### config.mk
export PLATFORM = sky130hd
export DESIGN_NAME = mult_ctrl
export DESIGN_NICKNAME = d
export VERILOG_FILES = /design/src/rtl/mult_ctrl.sv
export SDC_FILE = /design/constraint.sdc
export NUM_CORES = 1
export LEC_CHECK = 0
export CAP_MARGIN = 20
export CORE_MARGIN = 2
export CORE_UTILIZATION = 40
export DETAILED_ROUTE_END_ITERATION = 7
export PLACE_DENSITY = 0.81
export SYNTH_ARGS = -nofsm -noshare
export SYNTH_HDL_FRONTEND = slang
export SYNTH_SLANG_ARGS = --single-unit
### constraint.sdc
create_clock -name clk -period 1.8 [get_ports clk]
set_input_delay 0.36 -clock clk [delete_from_list [all_inputs] [get_ports clk]]
set_output_delay 0.36 -clock clk [all_outputs]
set_load 0.02 [all_outputs]
### src/rtl/mult_ctrl.sv
`default_nettype none
// ============================================================================
// mult_ctrl : bus front end for the shift-add multiplier core (operands,
//             init/done handshake, product capture, timeout, status).
// Optional  : define MULT_CTRL_IRQ_EN for the registered interrupt output.
// Revision  : 1.0
// ============================================================================
module mult_ctrl #(
  parameter int TIMEOUT_CYCLES = 1024,
  parameter int CNT_W          = 11
) (
  input  logic        clk,
  input  logic        resetn,
  input  logic        sel,
  input  logic        wr,
  input  logic        rd,
  input  logic [1:0]  addr,
  input  logic [31:0] wdata,
  output logic [31:0] rdata,
  output logic        mult_init,
  output logic [15:0] mult_op_a,
  output logic [15:0] mult_op_b,
  input  logic        mult_done,
  input  logic [31:0] mult_result,
  output logic        irq
);

  typedef enum logic [1:0] {
    S_IDLE  = 2'd0,
    S_DRAIN = 2'd1,
    S_RUN   = 2'd2,
    S_CAPT  = 2'd3
  } state_t;

  localparam logic [CNT_W-1:0] c_TMO_LAST = CNT_W'(TIMEOUT_CYCLES - 1);
  localparam logic [CNT_W-1:0] c_CNT_MAX  = '1;

  state_t           r_state;
  state_t           w_state_nxt;
  logic             w_init;
  logic [15:0]      r_op_a;
  logic [15:0]      r_op_b;
  logic [31:0]      r_result;
  logic [31:0]      r_rdata;
  logic             r_busy;
  logic             r_done;
  logic             r_timeout;
  logic [CNT_W-1:0] r_count;
  logic             w_ie;
  logic             w_wr;
  logic             w_rd;
  logic             w_start;
  logic             w_clear;
  logic             w_run_done;
  logic             w_run_tmo;
  logic             w_unused;

  assign w_wr       = sel & wr;
  assign w_rd       = sel & rd;
  assign w_start    = w_wr && (addr == 2'd2) && wdata[0] && (r_state == S_IDLE);
  assign w_clear    = w_wr && (addr == 2'd2) && wdata[1];
  assign w_run_done = (r_state == S_RUN) && mult_done;
  // done takes priority over an expiring timeout in the same cycle
  assign w_run_tmo  = (r_state == S_RUN) && !mult_done && (r_count == c_TMO_LAST);

  assign mult_init = w_init;
  assign mult_op_a = r_op_a;
  assign mult_op_b = r_op_b;
  assign rdata     = r_rdata;

  always_ff @(posedge clk or negedge resetn) begin
    if (!resetn) begin
      r_state <= S_IDLE;
    end else begin
      r_state <= w_state_nxt;
    end
  end

  always_comb begin
    w_state_nxt = r_state;
    w_init      = 1'b0;
    case (r_state)
      S_IDLE: begin
        if (w_start) w_state_nxt = S_DRAIN;
      end
      // the core may still hold done from the previous product
      S_DRAIN: begin
        if (!mult_done) w_state_nxt = S_RUN;
      end
      S_RUN: begin
        w_init = 1'b1;
        if (mult_done)      w_state_nxt = S_CAPT;
        else if (w_run_tmo) w_state_nxt = S_IDLE;
      end
      S_CAPT: begin
        w_state_nxt = S_IDLE;
      end
      default: begin
        w_state_nxt = S_IDLE;
      end
    endcase
  end

  always_ff @(posedge clk or negedge resetn) begin
    if (!resetn) begin
      r_op_a  <= 16'h0;
      r_op_b  <= 16'h0;
      r_count <= '0;
    end else begin
      if (w_wr && !r_busy && (addr == 2'd0)) r_op_a <= wdata[15:0];
      if (w_wr && !r_busy && (addr == 2'd1)) r_op_b <= wdata[15:0];
      if (r_state == S_DRAIN) begin
        r_count <= '0;
      end else if ((r_state == S_RUN) && (r_count != c_CNT_MAX)) begin
        r_count <= r_count + 1'b1;
      end
    end
  end

  always_ff @(posedge clk or negedge resetn) begin
    if (!resetn) begin
      r_busy    <= 1'b0;
      r_done    <= 1'b0;
      r_timeout <= 1'b0;
      r_result  <= 32'h0;
    end else begin
      if (w_start) begin
        r_busy    <= 1'b1;
        r_done    <= 1'b0;
        r_timeout <= 1'b0;
      end else begin
        if ((r_state == S_CAPT) || w_run_tmo) r_busy <= 1'b0;
        if (w_run_done)   r_done <= 1'b1;
        else if (w_clear) r_done <= 1'b0;
        if (w_run_tmo)    r_timeout <= 1'b1;
        else if (w_clear) r_timeout <= 1'b0;
      end
      if (w_run_done)     r_result <= mult_result;
      else if (w_run_tmo) r_result <= 32'h0;
    end
  end

  always_ff @(posedge clk or negedge resetn) begin
    if (!resetn) begin
      r_rdata <= 32'h0;
    end else if (w_rd) begin
      case (addr)
        2'd0:    r_rdata <= {16'h0, r_op_a};
        2'd1:    r_rdata <= {16'h0, r_op_b};
        2'd2:    r_rdata <= {28'h0, w_ie, r_timeout, r_done, r_busy};
        default: r_rdata <= r_result;
      endcase
    end
  end

`ifdef MULT_CTRL_IRQ_EN
  logic r_ie;
  logic r_irq;

  always_ff @(posedge clk or negedge resetn) begin
    if (!resetn) begin
      r_ie  <= 1'b0;
      r_irq <= 1'b0;
    end else begin
      if (w_wr && (addr == 2'd2)) r_ie <= wdata[2];
      r_irq <= r_ie & (r_done | r_timeout);
    end
  end

  assign w_ie     = r_ie;
  assign irq      = r_irq;
  assign w_unused = &{1'b0, wdata[31:16]};
`else
  assign w_ie     = 1'b0;
  assign irq      = 1'b0;
  assign w_unused = &{1'b0, wdata[31:16], wdata[2]};
`endif

endmodule
`default_nettype wire

After elaboration in Yosys (flattened, before gate mapping)
Index checks and enable logic that the tools add are counted.

Input bits: 72. Flip-flop bits (word level): 112. Word-level logic and storage cells: 62. Output and inout bits: 66.

Eq/ne operators: 10. $add $sub $neg: 1. Multiplexer cells: 18. Reductions and logical operators: 22. Bitwise gates (word level): 2.

Operators by type and width (count): case mux 32 bit (3 select lines) (1); 2-to-1 mux 32 bit (2); 2-to-1 mux 11 bit (2); adder 11 x 1 -> 11 bit, second input constant (1); equality test 11 x 10 -> 1 bit, second input constant (1); logical AND 1 bit (11); inequality test 11 bit, second input constant (1); 2-to-1 mux 1 bit (8); 2-to-1 mux 2 bit (4); case mux 2 bit (4 select lines) (1); equality test 2 bit, second input constant (3); nonzero test 2 bit (3); nonzero test 3 bit (2); equality test 2 x 1 -> 1 bit, second input constant (2); zero test 2 bit (2); inequality test 2 bit, second input constant (2); inequality test 3 bit, second input constant (1); AND reduction 3 bit (1); bitwise AND 1 bit (2); zero test 1 bit (2); logical OR 1 bit (1).

Depth between registers and ports, before layout
Depth in word-level cells: 6. Depth in mapped cells: 6. Depth with buffers taken out: 5.

Least setup slack after synthesis
No wires, ideal clock.

Kind: reg-to-reg. From: register r_state[0]. To: register r_count[9]. Library setup time: 0.078 ns. Buffers on the path: 0. Cell stages (with the launch flop): 6. Period minus slack after synthesis: 1.635 ns. Data required time: 1.722 ns. Arrival: 1.558 ns. Slack: 0.165 ns. Cells stage by stage: dfrtp_1 nand2b_2 inv_2 o31ai_2 or4_1 a21oi_1.

Cells in the longest elaborated chain, start to end: 3. Elaborated cells on any way between the ends: 5. Classes of those cells: eq/ne: 2; mux: 1; reduce/logical: 2.

RTL lines: start, declared (RTL line 38) `state_t r_state;`; start signal, assigned (RTL line 75) `r_state <= w_state_nxt;`; equality test 2 bit (RTL line 114) `end else if ((r_state == S_RUN) && (r_count != c_CNT_MAX)) begin`; logical AND 1 bit (RTL line 114); nonzero test 2 bit (no source line); end signal, assigned (RTL line 115) `r_count <= r_count + 1'b1;`; end, declared (RTL line 48) `logic [CNT_W-1:0] r_count;`.

Several ways; a longest one is shown, not always the timed one. A chain may end at the register's enable or synchronous reset.

Worst setup path in the final report
From: register r_state[0]. To: output mult_init.

Cells in the longest elaborated chain, start to end: 2.

RTL lines: equality test 2 bit (RTL line 82) `case (r_state)`; 2-to-1 mux 1 bit (RTL line 82); end, declared (RTL line 20) `output logic mult_init,`.

No other way between the ends.

==> results.toml <==
[setup_path]
endpoint_kind = "output port"
r2r_start = "r_count[0]"
r2r-end = "r_busy"
path_class = "flop to output port"
cp-endpoint = "mult_init"
r2r_slack_ns = 0.10
cp_max_fo = 4
worst_ep_required_time_ns = 1.44
worstSetupStartpointType = "flop"
crit_path_start = "r_state[0]"
crit_arrival_ns = 1.40
r2r_cells = 5

[logic_synthesis]
syn_inst = 351
yosysWarnings = 0
yosys.area.top_type_share_pct = 60.4
syn_area_um2 = 4640
ys_types = 50
synth.largest_area_cell = "dfrtp_1"
synth_area_leaders = "dfrtp_1 60%, mux2_2 11%, a22o_1 9.4%, a22oi_1 2.1%, nand2_1 2.0%"
synth-edff-count = 0
synth_seq_area_share_pct = 60.4
yosys_most_used_dff = "dfrtp_1"
syn-num-nets = 424
synth_area_per_cell_um2 = 13.2
ys_ff_latch = 112
async_reset_ff_share_pct = 100

[placement]
post-place-cells = 621
post_dp_cell_area_um2 = 6170
hpwl_um = 8700
gp_congestion = 0.837
place_ws_ns = -0.420
portBuffers = 120

[layout]
finalNonFillerCells = 639
antennaDiodeCount = 0
stdcell_area_um2 = 6520
layout.nets = 564
area_delta_synth_final_pct = 40.6
final.fill_count = 917
drive_above_1_share_pct = 21.6
final_common_cell = "clkdlybuf4s50_1"
final_cell_mix = "117 x clkdlybuf4s50_1, 112 x dfrtp_1, 50 x a22o_1"

[sta]
setup_ws_ns = 0.0385
clock_skew_ns = 0.0108
max_clock_freq_mhz = 568
hold_viol = 0
setup_viol = 0
period_needed_ns = 1.76
worstMarginPinSlew_ns = 0.661
finalMaxSlewViolations = 0
fin_crit_sh_pct = 97.9
max_slew_margin_pct = 55.9

[global_routing]
grt_pass1_vias = 3709
grt_max_degree = 42
grt_pass1_wl_um = 19700
overflow = 0
grt_use_total_pct = 19.9
grt_antenna_before_repair = 0

[detailed_routing]
wl_um = 12200
wl_per_cell_um = 19.0
via_per_inst = 5.53
remaining_drc_errors = 0
vias = 3534
drt_first_iter_violations = 313
ant_nets = 0
dr.pass1.iters = 5

[pwr]
switching_share_pct = 33.0
intPower_uw = 6220
fin_total_pwr_uw = 9270
power_density_nw_per_um2 = 1420
peakVddDrop_mv = 0.879
power_frac_clock_pct = 21.6
power.switching_uw = 3060
p_seq_share_pct = 42.4
p_leak_uw = 0.00294
p_comb_share_pct = 35.9

[floorplan]
io_pins = 138
rows = 39
start_util_pct = 40.8
core-area_um2 = 11400
die_w_um = 112
die_y_um = 112
dieArea_um2 = 12500

[clocking]
cts_tree = "done"
clock_latency_ns = 0.35
cts_sinks = 112
cts_buffers = 9
htree_levels = 3
cts-root-buf = "clkbuf_16"
clock_path_buffers = 2
path_clk_slew_ns = 0.08

[hold_path]
hp-class = "primary input to asynchronous set/reset pin"

[job]
maxCapViolations = 0

[run_status]
status = "completed"
[timing repair]
action,in CTS,in global routing
hold buffers,1,0
endpoints found under the setup margin,14,42
pin swaps,0,1
gates resized for setup,2,7
endpoints found under the hold margin,8,0
buffers inserted,0,1
[metrics by stage]
stage	util, %	hold WS [ns]	TNS (ns)
detailed placement	54.3	0.212	-11.50
CTS	57.0	0.382	0
finish	57.4	0.383	0
global route	57.4	0.384	-0.0380
global placement	54.3	0.209	-8.37
floorplan	-	0.0644	0
[Yosys cell counts (2+ instances only)]
cell        n
dfrtp_1   112
a22o_1     50
mux2_2     47
nand2_1    25
o21ai_0    15
a22oi_1    13
buf_2      10
clkbuf_1   10
nand3_1     8
nor2_1      8
nor3_1      4
a21oi_1     3
a31oi_1     3
mux4_2      3
nand2b_1    3
a21o_1      2
nand4_1     2
[power by group through the flow]
stage / combinational, uW / clock [uW] / sequential (uW)
2_1_floorplan: 1280 / 0 / 4350
3_3_place_gp: 3240 / 0 / 3920
3_5_place_dp: 3320 / 0 / 3970
4_1_cts: 3340 / 2030 / 3920
5_1_grt: 3570 / 2140 / 4040
6_report: 3330 / 2010 / 3940
[layer usage]
metal | vias to the layer above | GRT usage (%) | wire, um
li1 | 1597 | - | -
met1 | 1810 | 27.1 | 5390
met2 | 104 | 31.3 | 5830
met3 | 23 | 3.92 | 573
met4 | 0 | 8.23 | 363
met5 | - | 0 | 0
[state kept, by name (all words and copies together) (netlist names)]
signal / flops
r_state: 2
mult_op_a: 16
r_timeout: 1
r_done: 1
r_count: 11
rdata: 32
r_busy: 1
mult_op_b: 16
r_result: 32
[worst max-delay path, stage by stage (launching register included)]
cell and delay, ns:
dfrtp_1 0.38, nand2b_2 0.19, inv_2 0.12, dlygate4sd2_1 0.35
[cell type report]
cell class | instances | area, um^2 | area share [%]
Tap cell | 143 | 179 | 2.74
Inverter | 2 | 7.51 | 0.115
Multi-Input combinational cell | 216 | 1770 | 27.1
Clock buffer | 10 | 229 | 3.51
Sequential cell | 112 | 2800 | 43.0
Clock inverter | 6 | 66.3 | 1.02
Timing Repair Buffer | 150 | 1470 | 22.5
[cell families after synthesis]
family / synth area share [%]
AOI/OAI and AO/OA: 16.2
xor gates and xnor gates: 0.189
adders and majority gates: 0.270
buffers and inverters: 2.21
DFF: 60.4
muxes: 13.3
other: 0.0808
and+or+nand+nor: 7.28
[how the worst min path moves through the flow]
stage	startpoint	endpoint	slack, ns	cells after the start
after floorplan	resetn	mult_op_a[0]	0.06	0
after global routing	resetn	mult_op_a[9]	0.38	2
after CTS	resetn	mult_op_b[11]	0.38	2
final	resetn	mult_op_b[11]	0.38	2
after global placement	resetn	mult_op_a[9]	0.21	1
after detailed placement	resetn	mult_op_b[11]	0.21	1
Note: power is estimated with default switching activity, not from simulation.
